File: config.mk
export PLATFORM = sky130hd
export DESIGN_NAME = ram_req_arbiter
export DESIGN_NICKNAME = d
export VERILOG_FILES = /design/src/rtl/ram_arb_pkg.sv /design/src/rtl/ram_arb_rr_pick.sv /design/src/rtl/ram_req_arbiter.sv
export SDC_FILE = /design/constraint.sdc
export NUM_CORES = 1
export LEC_CHECK = 0
export BUFFER_PORTS_ARGS = -buffer_cell sky130_fd_sc_hd__clkbuf_2
export CORE_UTILIZATION = 42
export CTS_BUF_LIST = sky130_fd_sc_hd__clkbuf_4 sky130_fd_sc_hd__clkbuf_8
export DETAILED_ROUTE_END_ITERATION = 7
export GPL_ROUTABILITY_DRIVEN = 0
export PLACE_DENSITY = 0.74
export SLEW_MARGIN = 20
export SYNTH_ARGS = -nofsm -noshare
export SYNTH_HDL_FRONTEND = slang
export SYNTH_SLANG_ARGS = --single-unit
File: constraint.sdc
create_clock -name CLK -period 5.63 [get_ports CLK]
set_input_delay 0 -clock CLK [delete_from_list [all_inputs] [get_ports CLK]]
set_output_delay 0 -clock CLK [all_outputs]
set_load 0.01 [all_outputs]
File: src/rtl/ram_arb_pkg.sv
// Shared types and helpers for the SDRAM request arbiter.
package ram_arb_pkg;

    typedef enum logic [1:0] {
        IDLE = 2'd0,
        WAIT = 2'd1,
        DONE = 2'd2
    } arb_state_t;

    localparam int PRIO_CNT_W = 4;
    localparam int WDOG_W     = 10;

    function automatic int unsigned wrap_inc(input int unsigned idx, input int unsigned count);
        return (idx + 1 >= count) ? 0 : idx + 1;
    endfunction

endpackage

File: src/rtl/ram_arb_rr_pick.sv
// Rotating-priority encoder: first set REQ bit at or above rr_ptr, wrapping.
module ram_arb_rr_pick
    import ram_arb_pkg::*;
#(
    parameter int COUNT = 4
) (
    input  logic [COUNT-1:0]         REQ,
    input  logic [$clog2(COUNT)-1:0] rr_ptr,
    output logic                     VALID,
    output logic [$clog2(COUNT)-1:0] IDX
);
    localparam int IW = $clog2(COUNT);

    logic [IW-1:0] k;

    always_comb begin
        VALID = 1'b0;
        IDX   = '0;
        k     = (rr_ptr > IW'(COUNT - 1)) ? '0 : rr_ptr;
        for (int j = 0; j < COUNT; j++) begin
            if (REQ[k] && !VALID) begin
                VALID = 1'b1;
                IDX   = k;
            end
            k = IW'(wrap_inc(32'(k), 32'(COUNT)));
        end
    end

endmodule

File: src/rtl/ram_req_arbiter.sv
// Shares one SDRAM request port among COUNT clients: requester-0 priority with a
// burst limit, round-robin for the rest, and a watchdog so no client hangs.
module ram_req_arbiter
    import ram_arb_pkg::*;
#(
    parameter int COUNT      = 4,
    parameter int ADDR_WIDTH = 23,
    parameter int DATA_WIDTH = 16,
    parameter int PRIO0      = 1,
    parameter int PRIO_LIMIT = 4,
    parameter int TIMEOUT    = 255
) (
    input  logic                               CLK,
    input  logic                               RESET,
    input  logic [COUNT-1:0]                   REQ,
    input  logic [COUNT-1:0][ADDR_WIDTH-1:0]   REQ_ADDR,
    input  logic [COUNT-1:0]                   REQ_WE,
    input  logic [COUNT-1:0][DATA_WIDTH-1:0]   REQ_DIN,
    input  logic [COUNT-1:0][DATA_WIDTH/8-1:0] REQ_BE,
    output logic [COUNT-1:0]                   ACK,
    output logic                               ERR,
    output logic [DATA_WIDTH-1:0]              DOUT,
    output logic                               MEM_REQ,
    output logic [ADDR_WIDTH-1:0]              MEM_ADDR,
    output logic                               MEM_WE,
    output logic [DATA_WIDTH-1:0]              MEM_DIN,
    output logic [DATA_WIDTH/8-1:0]            MEM_BE,
    input  logic                               MEM_ACK,
    input  logic [DATA_WIDTH-1:0]              MEM_DOUT,
    output logic                               BUSY,
    output logic [$clog2(COUNT)-1:0]           GRANT
);
    localparam int GW = $clog2(COUNT);
    localparam int BW = DATA_WIDTH / 8;
    localparam logic [GW-1:0] RR_INIT = (PRIO0 != 0) ? GW'(1) : GW'(0);

    arb_state_t              state_q, state_d;
    logic                    mem_req_q, mem_req_d;
    logic [ADDR_WIDTH-1:0]   mem_addr_q, mem_addr_d;
    logic                    mem_we_q, mem_we_d;
    logic [DATA_WIDTH-1:0]   mem_din_q, mem_din_d;
    logic [BW-1:0]           mem_be_q, mem_be_d;
    logic [COUNT-1:0]        ack_q, ack_d;
    logic                    err_q, err_d;
    logic [DATA_WIDTH-1:0]   dout_q, dout_d;
    logic                    busy_q, busy_d;
    logic [GW-1:0]           grant_q, grant_d;
    logic [GW-1:0]           rr_q, rr_d;
    logic [PRIO_CNT_W-1:0]   pcnt_q, pcnt_d;
    logic [WDOG_W-1:0]       wdog_q, wdog_d;

    logic             others;
    logic             prio_win;
    logic             launch;
    logic [COUNT-1:0] rr_mask;
    logic             rr_valid;
    logic [GW-1:0]    rr_idx;
    logic [GW-1:0]    rr_next;
    logic [GW-1:0]    sel;

    assign others   = |REQ[COUNT-1:1];
    assign prio_win = (PRIO0 != 0) && REQ[0] &&
                      ((pcnt_q < PRIO_CNT_W'(PRIO_LIMIT)) || !others);
    assign launch   = prio_win || rr_valid;
    assign sel      = prio_win ? '0 : rr_idx;

    // With the override enabled requester 0 never wins through round-robin.
    always_comb begin
        rr_mask = REQ;
        if (PRIO0 != 0) rr_mask[0] = 1'b0;
    end

    always_comb begin
        rr_next = GW'(wrap_inc(32'(rr_idx), 32'(COUNT)));
        if (PRIO0 != 0 && rr_next == '0) rr_next = GW'(1);
    end

    ram_arb_rr_pick #(.COUNT(COUNT)) u_pick (
        .REQ    (rr_mask),
        .rr_ptr (rr_q),
        .VALID  (rr_valid),
        .IDX    (rr_idx)
    );

    always_comb begin
        state_d    = state_q;
        mem_req_d  = mem_req_q;
        mem_addr_d = mem_addr_q;
        mem_we_d   = mem_we_q;
        mem_din_d  = mem_din_q;
        mem_be_d   = mem_be_q;
        ack_d      = '0;
        err_d      = err_q;
        dout_d     = dout_q;
        grant_d    = grant_q;
        rr_d       = rr_q;
        pcnt_d     = pcnt_q;
        wdog_d     = wdog_q;
        case (state_q)
            IDLE: begin
                if (launch) begin
                    state_d    = WAIT;
                    mem_req_d  = 1'b1;
                    mem_addr_d = REQ_ADDR[sel];
                    mem_we_d   = REQ_WE[sel];
                    mem_din_d  = REQ_DIN[sel];
                    mem_be_d   = REQ_BE[sel];
                    grant_d    = sel;
                    wdog_d     = '0;
                    if (prio_win) begin
                        pcnt_d = others ? pcnt_q + PRIO_CNT_W'(1) : '0;
                    end else begin
                        pcnt_d = '0;
                        rr_d   = rr_next;
                    end
                end
            end
            WAIT: begin
                // A memory ack in the expiry cycle still delivers real data.
                if (MEM_ACK) begin
                    state_d        = DONE;
                    mem_req_d      = 1'b0;
                    dout_d         = MEM_DOUT;
                    err_d          = 1'b0;
                    ack_d[grant_q] = 1'b1;
                end else if (wdog_q == WDOG_W'(TIMEOUT)) begin
                    state_d        = DONE;
                    mem_req_d      = 1'b0;
                    dout_d         = '0;
                    err_d          = 1'b1;
                    ack_d[grant_q] = 1'b1;
                end else begin
                    wdog_d = wdog_q + WDOG_W'(1);
                end
            end
            DONE:    state_d = IDLE;
            default: state_d = IDLE;
        endcase
        busy_d = (state_d != IDLE);
    end

    always_ff @(posedge CLK) begin
        if (RESET) begin
            state_q    <= IDLE;
            mem_req_q  <= 1'b0;
            mem_addr_q <= '0;
            mem_we_q   <= 1'b0;
            mem_din_q  <= '0;
            mem_be_q   <= '0;
            ack_q      <= '0;
            err_q      <= 1'b0;
            dout_q     <= '0;
            busy_q     <= 1'b0;
            grant_q    <= '0;
            rr_q       <= RR_INIT;
            pcnt_q     <= '0;
            wdog_q     <= '0;
        end else begin
            state_q    <= state_d;
            mem_req_q  <= mem_req_d;
            mem_addr_q <= mem_addr_d;
            mem_we_q   <= mem_we_d;
            mem_din_q  <= mem_din_d;
            mem_be_q   <= mem_be_d;
            ack_q      <= ack_d;
            err_q      <= err_d;
            dout_q     <= dout_d;
            busy_q     <= busy_d;
            grant_q    <= grant_d;
            rr_q       <= rr_d;
            pcnt_q     <= pcnt_d;
            wdog_q     <= wdog_d;
        end
    end

    assign ACK      = ack_q;
    assign ERR      = err_q;
    assign DOUT     = dout_q;
    assign MEM_REQ  = mem_req_q;
    assign MEM_ADDR = mem_addr_q;
    assign MEM_WE   = mem_we_q;
    assign MEM_DIN  = mem_din_q;
    assign MEM_BE   = mem_be_q;
    assign BUSY     = busy_q;
    assign GRANT    = grant_q;

endmodule

==> flow_summary.ini <==
[status]
outcome = finished, final reports clean

[layout]
final_cell_mix = 257 x clkbuf_2, 114 x dlygate4sd3_1, 85 x dfxtp_1
n_antenna_cell = 0
final_common_cell = clkbuf_2
nFillCells = 961
design_area_um2 = 7770
final_nets = 1098
drive_above_1_share = 0.415
post-route-util = 0.647
register_area_um2 = 1700
multiInputGateArea_um2 = 3140
areaGrowthSynthToFinish_pct = 50.0

[placed_design]
hpwl_mm = 11.0
placed_area_um2 = 6380
portBuffers = 257

[routing]
dr.pass1.iters = 5
vias = 5918
first_iter_violations = 525
post-route-drc-count = 0
route.antenna.remaining_nets = 0
drt-total-wl_mm = 18.5
wl_per_cell_um = 17.6
viasPerCell = 5.61

[die]
core_um2 = 12000
boundaryPins = 258
num_rows = 40
initial_utilization = 0.431
die_w_um = 113
die_area_um2 = 12800
die_h_um = 113

[global_routing]
grt_pass1_vias = 5990
grt_first_pass_wirelength_mm = 28.9
grt_usage = 0.281
grt_max_degree = 50
grt_overflow = 0
antenna_found_initial = 0

[clocking]
cts_resized = 0
clk_latency_ns = 0.37
cts_max_path_buffers = 2
clock_sinks = 85
htreeDepth = 3
numCtsBuffers = 9
cts_setup_buffers = 0
cts_tree = built
clk_pin_slew_ns = 0.10
cts_root_buf = clkbuf_8

[synthesis]
synthArstFlopShare = 0
ys_types = 60
muxShareOfSynthArea = 0.100
synth.top_cell.area_share = 0.329
synth_fa_ha_area_frac = 0.00966
synth_flop_cell = dfxtp_1
synth_seq_cells = 85
syn_area_per_cell_um2 = 9.09
synth-edff-count = 0
synth_compound_area_frac = 0.253
syn_inst = 570
synthTopCellsByArea = dfxtp_1 33%, o211ai_2 9.2%, mux2i_1 9.1%
synth-simple-area-share = 0.229
synthXorXnorAreaFrac = 0.00676
syn_nets = 765
netlist_area_um2 = 5180
synth_top_area_cell = dfxtp_1
synth_top_family_by_area = compound AO/OA/AOI/OAI gates
yosys_warnings = 0
ys_seq_area_frac = 0.329

[worst_setup_path]
required_ns = 5.88
r2r_start = rr_q[0]$_SDFFE_PP1P_
critPathLaunchType = register
crit_path_end_kind = register
critical_path_class = register to register
cp_max_fo = 45
rrSetupSlack_ns = 0.86
r2r_end = MEM_DIN[10]$_SDFFE_PP0P_
reg2regPathDepth = 10
cp.arrival_ns = 5.01

[sta]
post-route-min-period_ns = 4.77
tightest_slew_ns = 1.19
fmax_mhz = 210
fin_setup_tns_ns = 0
setup_viol = 0
max_slew_margin = 0.204
rsz0062_at_grt = false
clock-skew-final_ns = 0.0166
timing_hold_violations_final = 0
fin_crit_sh = 0.847
timing.final.max_slew_violations = 0

[job]
cap_violations = 0

[hold_path]
hold_end = MEM_ADDR[3]$_SDFFE_PP0P_
worstHoldStart = REQ_ADDR[49]
hold_path_depth = 4
hp-class = input pin to register

[power]
p_per_area_nw_per_um2 = 288
totalPowerFinal_mw = 2.24
leakagePower_nw = 3.53
irDropWorstVdd_mv = 0.197
worst max-delay path by stage:
stage / startpoint / endpoint / slack (ns)
after floorplan: rr_q[1]$_SDFFE_PP0P_ / rr_q[1]$_SDFFE_PP0P_ / 3.06
after global placement: rr_q[0]$_SDFFE_PP1P_ / MEM_DIN[2]$_SDFFE_PP0P_ / 2.15
after detailed placement: rr_q[0]$_SDFFE_PP1P_ / MEM_ADDR[10]$_SDFFE_PP0P_ / 2.04
after CTS: rr_q[0]$_SDFFE_PP1P_ / MEM_DIN[8]$_SDFFE_PP0P_ / 0.97
after global routing: rr_q[0]$_SDFFE_PP1P_ / MEM_ADDR[7]$_SDFFE_PP0P_ / 0.66
final: rr_q[0]$_SDFFE_PP1P_ / MEM_DIN[10]$_SDFFE_PP0P_ / 0.86
logic make-up (layout without fill, tap and decap cells):
group | count (synthesis) | in the layout
compound gates | 141 | 141
xor+xnor | 4 | 4
fa+ha+maj | 4 | 4
buf+inv | 61 | 398
flops | 85 | 85
mux | 50 | 50
simple gates | 225 | 225
cell type report:
class                      count  area share
tap                          147      0.0237
inverter                       5     0.00242
timing repair buffer         378       0.322
multi-input combinational    424       0.405
clock buffer                   9      0.0159
sequential                    85       0.219
clock inverter                 6      0.0124
stage by stage:
| stage | setup WS, ns | instances | hold slack, ns |
|---|---|---|---|
| 6_report | 0.864 | 1054 | 0.0118 |
| 2_1_floorplan | 3.06 | 570 | 0.148 |
| 3_3_place_gp | 2.15 | 924 | 0.234 |
| 3_5_place_dp | 2.04 | 924 | 0.245 |
| 5_1_grt | 0.664 | 1054 | 0.0116 |
| 4_1_cts | 0.973 | 1053 | 0.000428 |
cell usage after synthesis (3+ instances only):
cell type	instances
nand3_1	3
inv_1	5
nor2b_1	4
buf_6	3
or3_1	43
buf_2	7
buf_4	13
xnor2_1	3
and2_1	3
clkbuf_1	28
nor2_1	35
o21ai_1	3
nor3_1	4
o21ai_0	3
a31o_2	41
a211oi_1	6
nand2b_1	8
a22oi_1	17
nand4_1	41
buf_12	4
dfxtp_1	85
mux2i_1	47
o211ai_2	38
nand2_1	65
o211ai_1	5
a41oi_1	3
and3_1	3
ha_1	4
a21oi_1	11
repair_timing:
action,4_1_cts,5_1_grt
endpoints found under the setup margin,0,0
hold buffers,114,0
endpoints found under the hold margin,58,0
flip-flops by register name (all words and copies together) (netlist names):
name	flops
ACK	4
BUSY	1
DOUT	16
ERR	1
GRANT	2
MEM_ADDR	23
MEM_BE	2
MEM_DIN	16
MEM_REQ	1
MEM_WE	1
pcnt_q	4
rr_q	2
state_q	2
wdog_q	10
power by group:
group / internal [mW] / switching, mW
registers: 0.692 / 0.0610
clock network: 0.253 / 0.236
logic: 0.467 / 0.528
worst max-delay path, cell delays in order, from the launching register on:
cell and delay [ns]:
dfxtp_1 0.43, ha_1 0.52, nand2_1 0.11, o22a_1 0.23, o21a_4 0.36, nor3_4 0.88
buf_4 0.59, mux2i_1 0.27, dlygate4sd3_1 0.59, o211ai_2 0.07, dlygate4sd3_1 0.56
per-layer routing:
metal  global-route usage  routed length [µm]  share of wire
met5                    0                   0              0
met4                0.135                 671          0.036
met3               0.0766                1520          0.082
met2                0.508                9140           0.49
met1                0.301                7190           0.39
Power figures use the tool's default switching activity.
